[src/rtl/l2_resp_pkg.sv]
// Shared types and constants for the L2 bank responder.
package l2_resp_pkg;
  typedef enum logic [1:0] {
    ST_ACTIVE,
    ST_DRAIN,
    ST_SLEEP
  } state_e;

  localparam logic OPC_OK  = 1'b0;
  localparam logic OPC_ERR = 1'b1;

  localparam int MEM_LAT_MIN = 1;
  localparam int MEM_LAT_MAX = 3;
endpackage

[src/rtl/l2_resp_pipe.sv]
// Fixed-depth response tracker: valid/ID/is_read/err shifted per cycle.
module l2_resp_pipe
  import l2_resp_pkg::*;
#(
  parameter int DEPTH    = 1,
  parameter int ID_WIDTH = 9
) (
  input  logic                clk,
  input  logic                rst,
  input  logic                in_valid,
  input  logic [ID_WIDTH-1:0] in_id,
  input  logic                in_read,
  input  logic                in_err,
  output logic                out_valid,
  output logic [ID_WIDTH-1:0] out_id,
  output logic                out_read,
  output logic                out_err,
  output logic                empty
);
  logic [DEPTH-1:0]    valid_q;
  logic [DEPTH-1:0]    read_q;
  logic [DEPTH-1:0]    err_q;
  logic [ID_WIDTH-1:0] id_q [DEPTH];

  always_ff @(posedge clk or posedge rst) begin
    if (rst) begin
      valid_q <= '0;
      read_q  <= '0;
      err_q   <= {DEPTH{OPC_OK}};
      for (int i = 0; i < DEPTH; i++) id_q[i] <= '0;
    end else begin
      // Payload is zeroed with valid so idle outputs read back as 0.
      valid_q[0] <= in_valid;
      read_q[0]  <= in_valid & in_read;
      err_q[0]   <= in_valid & in_err;
      id_q[0]    <= in_valid ? in_id : '0;
      for (int i = 1; i < DEPTH; i++) begin
        valid_q[i] <= valid_q[i-1];
        read_q[i]  <= read_q[i-1];
        err_q[i]   <= err_q[i-1];
        id_q[i]    <= id_q[i-1];
      end
    end
  end

  assign out_valid = valid_q[DEPTH-1];
  assign out_read  = read_q[DEPTH-1];
  assign out_err   = err_q[DEPTH-1];
  assign out_id    = id_q[DEPTH-1];
  assign empty     = ~|valid_q;
endmodule

[src/rtl/l2_bank_responder.sv]
// L2 SRAM bank front end: grants, address decode, fixed-latency
// responses and a sleep handshake that drains in-flight reads.
module l2_bank_responder
  import l2_resp_pkg::*;
#(
  parameter int          ADDR_WIDTH     = 32,
  parameter int          DATA_WIDTH     = 64,
  parameter int          BE_WIDTH       = DATA_WIDTH / 8,
  parameter int          ID_WIDTH       = 9,
  parameter int          MEM_ADDR_WIDTH = 14,
  parameter logic [31:0] BASE_ADDR      = 32'h1C00_0000,
  parameter int          MEM_LATENCY    = 1
) (
  input  logic                      clk,
  input  logic                      rst,
  input  logic                      data_req_i,
  input  logic [ADDR_WIDTH-1:0]     data_add_i,
  input  logic                      data_wen_i,
  input  logic [DATA_WIDTH-1:0]     data_wdata_i,
  input  logic [BE_WIDTH-1:0]       data_be_i,
  input  logic [ID_WIDTH-1:0]       data_ID_i,
  output logic                      data_gnt_o,
  output logic                      data_r_valid_o,
  output logic [ID_WIDTH-1:0]       data_r_ID_o,
  output logic [DATA_WIDTH-1:0]     data_r_rdata_o,
  output logic                      data_r_opc_o,
  output logic                      mem_cen_o,
  output logic                      mem_wen_o,
  output logic [MEM_ADDR_WIDTH-1:0] mem_addr_o,
  output logic [DATA_WIDTH-1:0]     mem_wdata_o,
  output logic [BE_WIDTH-1:0]       mem_be_o,
  input  logic [DATA_WIDTH-1:0]     mem_rdata_i,
  input  logic                      sleep_req_i,
  output logic                      sleep_ack_o
);
  localparam int BE_SHIFT    = $clog2(BE_WIDTH);
  localparam int RANGE_SHIFT = MEM_ADDR_WIDTH + BE_SHIFT;
  localparam logic [ADDR_WIDTH-1:0] BASE = ADDR_WIDTH'(BASE_ADDR);

  if (MEM_LATENCY < MEM_LAT_MIN || MEM_LATENCY > MEM_LAT_MAX) begin : g_bad_lat
    $error("l2_bank_responder: MEM_LATENCY out of range");
  end
  if (BE_WIDTH < 1 || (BE_WIDTH & (BE_WIDTH - 1)) != 0) begin : g_bad_be
    $error("l2_bank_responder: BE_WIDTH must be a power of two");
  end

  state_e state_q, state_d;
  logic                  accept, in_range, hit;
  logic                  pipe_empty, rsp_valid, rsp_read, rsp_err;
  logic [ID_WIDTH-1:0]   rsp_id;
  logic [ADDR_WIDTH-1:0] offset;

  assign offset   = data_add_i - BASE;
  assign in_range = (data_add_i >= BASE) && ((offset >> RANGE_SHIFT) == '0);

  // A request raised together with sleep_req_i is refused.
  assign data_gnt_o = data_req_i & ~rst & ~sleep_req_i
                    & (state_q == ST_ACTIVE);
  assign accept = data_gnt_o;
  assign hit    = accept & in_range;

  assign mem_cen_o   = ~hit;
  assign mem_wen_o   = hit ? data_wen_i : 1'b1;
  assign mem_addr_o  = hit ? MEM_ADDR_WIDTH'(offset >> BE_SHIFT) : '0;
  assign mem_wdata_o = hit ? data_wdata_i : '0;
  assign mem_be_o    = hit ? data_be_i : '0;

  l2_resp_pipe #(
    .DEPTH    (MEM_LATENCY),
    .ID_WIDTH (ID_WIDTH)
  ) u_pipe (
    .clk       (clk),
    .rst       (rst),
    .in_valid  (accept),
    .in_id     (data_ID_i),
    .in_read   (data_wen_i),
    .in_err    (~in_range),
    .out_valid (rsp_valid),
    .out_id    (rsp_id),
    .out_read  (rsp_read),
    .out_err   (rsp_err),
    .empty     (pipe_empty)
  );

  assign data_r_valid_o = rsp_valid;
  assign data_r_ID_o    = rsp_id;
  assign data_r_opc_o   = rsp_err ? OPC_ERR : OPC_OK;
  assign data_r_rdata_o = (rsp_read & ~rsp_err) ? mem_rdata_i : '0;
  assign sleep_ack_o    = (state_q == ST_SLEEP);

  always_ff @(posedge clk or posedge rst) begin
    if (rst) state_q <= ST_ACTIVE;
    else     state_q <= state_d;
  end

  always_comb begin
    state_d = state_q;
    unique case (state_q)
      ST_ACTIVE: if (sleep_req_i) state_d = ST_DRAIN;
      ST_DRAIN: begin
        if (!sleep_req_i)    state_d = ST_ACTIVE;
        else if (pipe_empty) state_d = ST_SLEEP;
      end
      ST_SLEEP:  if (!sleep_req_i) state_d = ST_ACTIVE;
      default:   state_d = ST_ACTIVE;
    endcase
  end
endmodule

[config.mk]
export PLATFORM = sky130hd
export DESIGN_NAME = l2_bank_responder
export DESIGN_NICKNAME = d
export VERILOG_FILES = /design/src/rtl/l2_resp_pkg.sv /design/src/rtl/l2_resp_pipe.sv /design/src/rtl/l2_bank_responder.sv
export SDC_FILE = /design/constraint.sdc
export NUM_CORES = 1
export LEC_CHECK = 0
export ABC_AREA = 0
export ABC_CLOCK_PERIOD_IN_PS = 5200
export BUFFER_PORTS_ARGS = -buffer_cell sky130_fd_sc_hd__buf_4
export CORE_AREA = 2 2 135 137
export CTS_CLUSTER_SIZE = 25
export DETAILED_ROUTE_END_ITERATION = 16
export DIE_AREA = 0 0 137 139
export HOLD_SLACK_MARGIN = 0.08
export PLACE_DENSITY = 0.43
export REMOVE_ABC_BUFFERS = 1
export SKIP_CTS_REPAIR_TIMING = 1
export SYNTH_ARGS = -nofsm -noshare
export SYNTH_HDL_FRONTEND = slang
export SYNTH_SLANG_ARGS = --single-unit
[constraint.sdc]
create_clock -name clk -period 5.2 [get_ports clk]
set_input_delay 0 -clock clk [delete_from_list [all_inputs] [get_ports clk]]
set_output_delay 0 -clock clk [all_outputs]
set_load 0.02 [all_outputs]
==> impl_metrics.tcl, run 1 <==
set metrics [dict create \
    cts_tree "done" \
    drive_gt1_share_pct 64.5 \
    period_needed_ns 2.89 \
    ys_seq_area_share_pct 20.9 \
    synth_top_area_share_pct 29.5 \
    place_area_um2 4440 \
    syn-cell-area_um2 1680 \
    drt_wl_total_um 12100 \
    crit_fanout 66 \
    path_class "in -> out" \
    setup.worst_path.start_class "input port" \
    global_route.usage.met3_pct 3.69 \
    grt_max_degree 102 \
    synthMuxAreaShare_pct 0 \
    final_nets 745 \
    hp-class "in -> out" \
    yosys.area_share.simple_pct 67.1 \
    post_drt_wl_per_cell_um 15.3 \
    post-route-cell-area_um2 4640 \
    start_util_pct 9.49 \
    ys_top_cells_by_area "and3_1, and2_1, dfrtp_1, clkbuf_1, and3_2" \
    synth_top_area_cell "and3_1" \
    cp.required_ns 5.20 \
    ys_seq_elements 14 \
    htreeDepth 1 \
    areaGrowthSynthToFinish_pct 177 \
    synth_fa_ha_area_share_pct 0.747 \
    max_freq_ghz 0.346 \
    crit_path_end_kind "output port" \
    hold_viol_final 0 \
    synth_xor_area_share_pct 0 \
    grt_pass1_wl_um 17100 \
    cts_buffers 3 \
    place_hpwl_um 10400 \
    worstPathArrival_ns 2.89 \
    synth_compound_area_share_pct 3.29 \
    first_pass_iters 4 \
    crit_top_cell "buf_4" \
    synthCells 227 \
    post-route-period-util_pct 55.6 \
    die-area_um2 19000 \
    busiest_layer "met2" \
    worstMarginPinSlew_ns 1.04 \
    insertion_delay_ns 0.24 \
    drc_errors 0 \
    routed_via_density 3.75 \
    vias 2964 \
    synth_cell_types 24 \
    core_area_um2 17700 \
    critical_path.cell_chain "buf_4 > ha_1 > or4b_4 > a2111oi_4 > buf_4 > and3_1 > buf_4" \
    clock-sinks 14 \
    yosys_warnings 0 \
    grt_pass1_vias 3013 \
    ant_nets 0 \
    cts_buffer_depth 2 \
    antenna_cells 0 \
    drv_slew 0 \
    slowest_delay_ns 0.94 \
    nFillCells 1965 \
    peakVddDrop_mv 0.0940 \
    cts_root_buf "clkbuf_16" \
    power_density_nw_per_um2 96.3 \
    p_leak_nw 2.84 \
    relSlewSlack_pct 30.8 \
    crit_path_top_delay_cell "a2111oi_4" \
    place_congestion 0.771 \
    drtIter0Drc 62 \
    die_h_um 139 \
    pin_count 347 \
    die_width_um 137 \
    avgSynthCellArea_um2 7.38 \
    grtUsageMet1_pct 12.1 \
    track_usage_pct 11.4 \
    setup_viol 0 \
    antenna_found_initial 0 \
    io_buffers 343 \
    drv_cap 0 \
    grt-ovfl-total 0 \
    rows 49 \
    rsz0062_at_grt "false" \
    synth_top_family_by_area "simple AND/OR/NAND/NOR gates" \
    status "complete, no violations" \
    setup_tns_ns 0 \
    use_met2_pct 22.0 \
    clock_skew_ns 0.00391 \
]
worst paths after layout:
| path | end | start | slack, ns | cells after the start |
|---|---|---|---|---|
| min reg2reg | state_q[0] | state_q[1] | 0.48 | 1 |
| min | data_r_rdata_o[31] | mem_rdata_i[31] | 0.30 | 3 |
| max reg2reg | u_pipe.out_err | state_q[1] | 3.53 | 4 |
| max in group asynchronous | u_pipe.out_err | rst | 4.44 | 3 |
| min in group asynchronous | u_pipe.out_id[6] | rst | 0.39 | 3 |
| max | mem_be_o[5] | data_add_i[26] | 2.31 | 7 |
synthesized netlist by cell type:
master and number:
and3_1 79, and2_1 75, clkbuf_1 18, dfrtp_1 14, and3_2 8, clkbuf_2 7
nor2b_1 4, nand2_1 3, buf_6 2, inv_1 2, nor4_1 2, a2111oi_4 1
a21oi_1 1, a31oi_1 1, and2b_2 1, ha_1 1, nand2b_1 1, nand3b_1 1
nor2_1 1, nor3_1 1, nor3b_1 1, o2111ai_1 1, o21a_1 1, or4b_4 1
stage by stage:
step	cells	total power [mW]	utilization [%]	worst slack (ns)	hold slack, ns
finish	790	0.447	26.3	2.31	0.305
global route	790	0.473	26.3	2.11	0.317
CTS	778	0.447	25.6	2.33	-0.163
detailed placement	774	0.286	25.1	2.34	0.0911
global placement	774	0.283	25.1	2.43	0.0729
floorplan	200	0.157	-	2.35	-0.106
cell usage in the layout (no fill, tap or decap):
cell type,synthesis,final
nor2_1,1,1
nor2b_1,4,3
nor3_1,1,1
nor2b_4,0,1
and3_1,79,78
or4b_4,1,1
dlygate4sd3_1,0,12
a21oi_1,1,1
buf_4,0,345
a31oi_1,1,1
o2111ai_1,1,1
o21a_1,1,1
nand2_1,3,3
clkbuf_16,0,3
dfrtp_1,14,14
nor3b_1,1,1
clkbuf_8,0,1
nand2b_1,1,1
a2111oi_4,1,1
and2_1,75,75
ha_1,1,1
and2b_2,1,1
and3_2,8,9
nand3b_1,1,1
nor4_1,2,2
inv_1,2,2
report_power, final:
part           total (mW)  internal, mW  switching, mW  leakage (nW)
Sequential          0.117         0.114        0.00274         0.192
Combinational       0.173         0.114         0.0585          2.61
Clock               0.158         0.116         0.0419        0.0442
critical path, delay by kind of cell:
kind	cells	cell delay, ns
AOI/OAI and AO/OA	1	0.94
adders and majority gates	1	0.28
buffers and inverters	3	0.88
and+or+nand+nor	2	0.76
state kept, by name (all words and copies together), names as in the netlist:
name              count
u_pipe.out_err        1
u_pipe.out_id         9
state_q               2
u_pipe.out_valid      1
u_pipe.out_read       1
routing by layer:
layer | routed length (um) | share of wire [%]
met1 | 4230 | 35
met4 | 76 | 0.63
met5 | 0 | 0
met3 | 1540 | 13
met2 | 6250 | 52
cell families (layout without fill, tap and decap cells):
group | Yosys count | after routing
DFF | 14 | 14
adders and majority gates | 1 | 1
AOI/OAI and AO/OA | 5 | 5
buffers and inverters | 29 | 363
and+or+nand+nor | 178 | 178
cell type report:
cell class              instances  area, um^2  area share [%]
multi-input cells             184        1200            25.9
flip-flops and latches         14         350            7.54
repair buffers                357        2710            58.4
well taps                     229         287            6.17
inverters                       2        7.51           0.162
clock buffers                   4        88.8            1.91
No activity file was read; power rests on OpenSTA's default activity.
==> inputs of run 2 (changes only) <==
--- a/config.mk
+++ b/config.mk
@@ -6,14 +6,14 @@
 export NUM_CORES = 1
 export LEC_CHECK = 0
 export ABC_AREA = 0
-export ABC_CLOCK_PERIOD_IN_PS = 5200
+export ABC_CLOCK_PERIOD_IN_PS = 2530
 export BUFFER_PORTS_ARGS = -buffer_cell sky130_fd_sc_hd__buf_4
 export CORE_AREA = 2 2 135 137
 export CTS_CLUSTER_SIZE = 25
 export DETAILED_ROUTE_END_ITERATION = 16
 export DIE_AREA = 0 0 137 139
 export HOLD_SLACK_MARGIN = 0.08
-export PLACE_DENSITY = 0.43
+export PLACE_DENSITY = 0.44
 export REMOVE_ABC_BUFFERS = 1
 export SKIP_CTS_REPAIR_TIMING = 1
 export SYNTH_ARGS = -nofsm -noshare
==> constraint.sdc (replaced) <==
create_clock -name clk -period 2.53 [get_ports clk]
set_input_delay 0 -clock clk [delete_from_list [all_inputs] [get_ports clk]]
set_output_delay 0 -clock clk [all_outputs]
set_load 0.02 [all_outputs]
==> run 2 against run 1 <==
Effect of this change:
- clock power is 100% higher
- sequential cell count did not move
- core utilization increased by 0.18 points
- final area grew 0.70%
- setup slack worse by 2.0 ns
- combinational power grew 110%
- critical path type unchanged
- global-route usage fell by 0.91 points
- count of clock-buffer cells in the layout unchanged
- sequential share of layout area shrank 0.052 points
- power is 110% higher
- die area unchanged
- final cell count is 0.13% higher
==> impl_metrics.tcl, run 2 (synthesis gave the netlist of run 1 again) <==
set metrics [dict create \
    status "complete, no violations" \
    ant_nets 0 \
    grt_pass1_vias 2968 \
    worstMarginPinSlew_ns 0.545 \
    drtIter0Drc 81 \
    insertion_delay_ns 0.24 \
    final_cell_mix "buf_4, and3_1, and2_1" \
    drt_wl_total_um 11400 \
    place_hpwl_um 9760 \
    drive_gt1_share_pct 64.6 \
    rsz0062_at_grt "false" \
    grt_pass1_wl_um 15800 \
    routed_via_density 3.76 \
    largest_reg_flops 9 \
    hold_viol_final 0 \
    power.share.switching_pct 23.0 \
    netSwitchingPower_uw 212 \
    setup.worst_path.start_class "input port" \
    die_width_um 137 \
    setup_viol 0 \
    max_freq_ghz 0.458 \
    rows 49 \
    cts_buffer_depth 2 \
    die_h_um 139 \
    htreeDepth 1 \
    vias 2976 \
    drc_errors 0 \
    power_density_nw_per_um2 197 \
    grt-ovfl-total 0 \
    combPwrFrac_pct 39.2 \
    areaGrowthSynthToFinish_pct 179 \
    die-area_um2 19000 \
    crit_path_end_kind "output port" \
    fin_cells 791 \
    io_buffers 343 \
    cts_tree "done" \
    antenna_cells 0 \
    power_uw 922 \
    final_nets 746 \
    place_congestion 0.850 \
    path_class "in -> out" \
    first_pass_iters 4 \
    p_seq_share_pct 26.0 \
    drv_slew 0 \
    crit_fanout 101 \
    relSlewSlack_pct 63.6 \
    track_usage_pct 10.5 \
    cts_buffers 3 \
    final_core_util_pct 26.5 \
    place_inst 775 \
    drv_cap 0 \
    period_needed_ns 2.18 \
    clock_skew_ns 0.00160 \
    post-route-period-util_pct 86.3 \
    cp.required_ns 2.53 \
    start_util_pct 9.49 \
    hold_path_depth 3 \
    core_area_um2 17700 \
    rr_worst_depth 4 \
    p_int_uw 710 \
    post_drt_wl_per_cell_um 14.5 \
    mostFrequentLayoutCell "buf_4" \
    cts_root_buf "clkbuf_16" \
    peakVddDrop_mv 0.261 \
    setup_ws_ns 0.346 \
    worstPathArrival_ns 2.18 \
    pin_count 347 \
    antenna_found_initial 0 \
    clkPwrFrac_pct 34.8 \
    p_leak_nw 2.86 \
    grt_max_degree 102 \
    hold_slack_ns 0.302 \
    hp-class "in -> out" \
    place_ws_ns 0.480 \
    clock-sinks 14 \
]
run 2: changes by cell type in the layout (fill, tap and decap cells not counted):
cell / change
buf_12: +2
buf_4: -1
run 2: power by group through the flow:
stage	Sequential (mW)	Clock, mW	Combinational [mW]
global placement	0.243	0	0.344
CTS	0.240	0.328	0.350
detailed placement	0.243	0	0.350
finish	0.240	0.321	0.361
floorplan	0.249	0	0.0741
global route	0.241	0.340	0.392
run 2: stage by stage:
stage / setup TNS (ns) / area, um^2
6_report: 0 / 4680
5_1_grt: 0 / 4680
4_1_cts: 0 / 4560
3_5_place_dp: 0 / 4470
3_3_place_gp: 0 / 4470
2_1_floorplan: -26.54 / 1550
run 2: per-layer routing:
layer	up-vias	global-route usage (%)	wire length [um]
met5	-	0	0
met4	0	1.90	168
met3	10	2.96	1430
met2	216	19.8	5740
met1	1319	11.4	4090
li1	1431	-	-
run 2: final cells by class:
class                           instances  area (um^2)
Fill cell                            1946        13000
Clock buffer                            4         88.8
Inverter                                2         7.51
Sequential cell                        14          350
Tap cell                              229          287
Multi-Input combinational cell        184         1200
Timing Repair Buffer                  358         2740
run 2: critical path, stage by stage:
cell           delay [ns]
dlygate4sd3_1        0.54
buf_4                0.13
inv_1                0.40
and3_2               0.32
buf_12               0.27
and3_1               0.28
buf_4                0.16
run 2: final timing paths:
| path | start | endpoint | slack (ns) |
|---|---|---|---|
| max in group asynchronous | rst | u_pipe.out_id[0] | 1.79 |
| setup / recovery | rst | mem_wdata_o[62] | 0.35 |
| hold reg to reg | state_q[1] | state_q[0] | 0.49 |
| min in group asynchronous | rst | u_pipe.out_id[5] | 0.38 |
| setup reg to reg | state_q[1] | u_pipe.out_id[1] | 1.16 |
| hold / removal | mem_rdata_i[39] | data_r_rdata_o[39] | 0.30 |
==> inputs of run 3 (changes only) <==
--- a/config.mk
+++ b/config.mk
@@ -14,6 +14,7 @@
 export DIE_AREA = 0 0 137 139
 export HOLD_SLACK_MARGIN = 0.08
 export PLACE_DENSITY = 0.44
+export RECOVER_POWER = 25
 export REMOVE_ABC_BUFFERS = 1
 export SKIP_CTS_REPAIR_TIMING = 1
 export SYNTH_ARGS = -nofsm -noshare
==> run 3 against run 2 <==
Effect of this change:
- clock power hardly changed
- sequential cell count unchanged
- setup slack better by 0.00050 ns
- via count increased by 0.24%
- largest cell class unchanged
==> impl_metrics.tcl, run 3 (synthesis gave the netlist of run 1 again) <==
set metrics [dict create \
    grt_max_degree 102 \
    die-area_um2 19000 \
    largest_reg_flops 9 \
    place_ws_ns 0.480 \
    grt_pass1_wl_um 15800 \
    worstPathArrival_ns 2.18 \
    hp-class "in -> out" \
    place_hpwl_um 9760 \
    final_core_util_pct 25.9 \
    post-route-period-util_pct 86.3 \
    drive_gt1_share_pct 59.6 \
    die_width_um 137 \
    rsz0062_at_grt "false" \
    status "complete, no violations" \
    ant_nets 0 \
    setup_ws_ns 0.346 \
    peakVddDrop_mv 0.261 \
    drc_errors 0 \
    worst-path-buf-inv 5 \
    cts_buffers 3 \
    place_congestion 0.850 \
    place_inst 775 \
    crit_path_end_kind "output port" \
    cp_top_family "buffers and inverters" \
    drv_slew 0 \
    routed_via_density 3.77 \
    slowest_delay_ns 0.54 \
    hold_viol_final 0 \
    period_needed_ns 2.18 \
    cts_root_buf "clkbuf_16" \
    core_area_um2 17700 \
    power_density_nw_per_um2 200 \
    p_leak_nw 2.73 \
    global_route.usage.met3_pct 2.96 \
    setup.worst_path.start_class "input port" \
    crit_path_start "rst" \
    areaGrowthSynthToFinish_pct 173 \
    power_uw 913 \
    pin_count 347 \
    htreeDepth 1 \
    worstReg2RegStart "state_q[1]" \
    drv_cap 0 \
    setup_tns_ns 0 \
    crit_path_top_delay_cell "dlygate4sd3_1" \
    cp.required_ns 2.53 \
    busiest_layer "met2" \
    use_met2_pct 19.8 \
    crit_fanout 101 \
    final_cell_mix "buf_4, and3_1, and2_1" \
    insertion_delay_ns 0.24 \
    relSlewSlack_pct 42.7 \
    drtIter0Drc 92 \
    vias 2983 \
    min_from "mem_rdata_i[20]" \
    start_util_pct 9.49 \
    antenna_found_initial 0 \
    rows 49 \
    clock_skew_ns 0.00173 \
    antenna_cells 0 \
    grtUsageMet1_pct 11.4 \
    grt_pass1_vias 2968 \
    path_class "in -> out" \
    mostFrequentLayoutCell "buf_4" \
    fin_cells 791 \
    die_h_um 139 \
    first_pass_iters 4 \
    clock-sinks 14 \
    worstMarginPinSlew_ns 0.859 \
    track_usage_pct 10.5 \
    max_freq_ghz 0.458 \
    nFillCells 1975 \
    cts_buffer_depth 2 \
    io_buffers 343 \
    setup_viol 0 \
    critical_path.cell_chain "dlygate4sd3_1 > clkbuf_4 > inv_1 > and3_2 > buf_12 > and3_1 > buf_4" \
    cts_tree "done" \
    drt_wl_total_um 11500 \
    post_drt_wl_per_cell_um 14.5 \
    grt-ovfl-total 0 \
    final_nets 746 \
]
==> run 3: through the flow <==
step	hold WS, ns	cell area, um^2
6_report	0.303	4570
5_1_grt	0.318	4570
4_1_cts	-0.176	4560
3_5_place_dp	0.0783	4470
3_3_place_gp	0.0654	4470
2_1_floorplan	-0.106	1550
==> run 3: worst min-delay path, stage by stage <==
cell,delay (ns)
buf_4,0.07
and2_1,0.10
buf_4,0.13
==> run 3: metal layers <==
layer / share of wire [%] / up-vias
met5: 0 / -
met3: 12 / 10
met1: 36 / 1322
met2: 50 / 220
met4: 1.5 / 0
li1: - / 1431
==> run 3: where the power goes <==
part / internal (mW) / total, mW / switching, mW
clock network: 0.239 / 0.321 / 0.0826
registers: 0.234 / 0.240 / 0.00561
logic: 0.228 / 0.351 / 0.124
total: 0.701 / 0.913 / 0.212
==> run 3: cell type report <==
cell class | count | area, um^2 | area share (%)
Sequential cell | 14 | 350 | 7.67
Multi-Input combinational cell | 184 | 1200 | 26.3
Timing Repair Buffer | 358 | 2640 | 57.7
Inverter | 2 | 7.51 | 0.164
Tap cell | 229 | 287 | 6.27
Clock buffer | 4 | 88.8 | 1.94
==> run 3: worst paths after layout <==
path	to	slack, ns	depth (start not counted)
worst max-delay path	mem_wdata_o[62]	0.35	7
worst min-delay path	data_r_rdata_o[20]	0.30	3
worst max register to register	u_pipe.out_id[1]	1.16	4
worst min register to register	state_q[0]	0.49	1
max in group asynchronous	u_pipe.out_id[3]	1.79	3
min in group asynchronous	u_pipe.out_id[5]	0.38	3
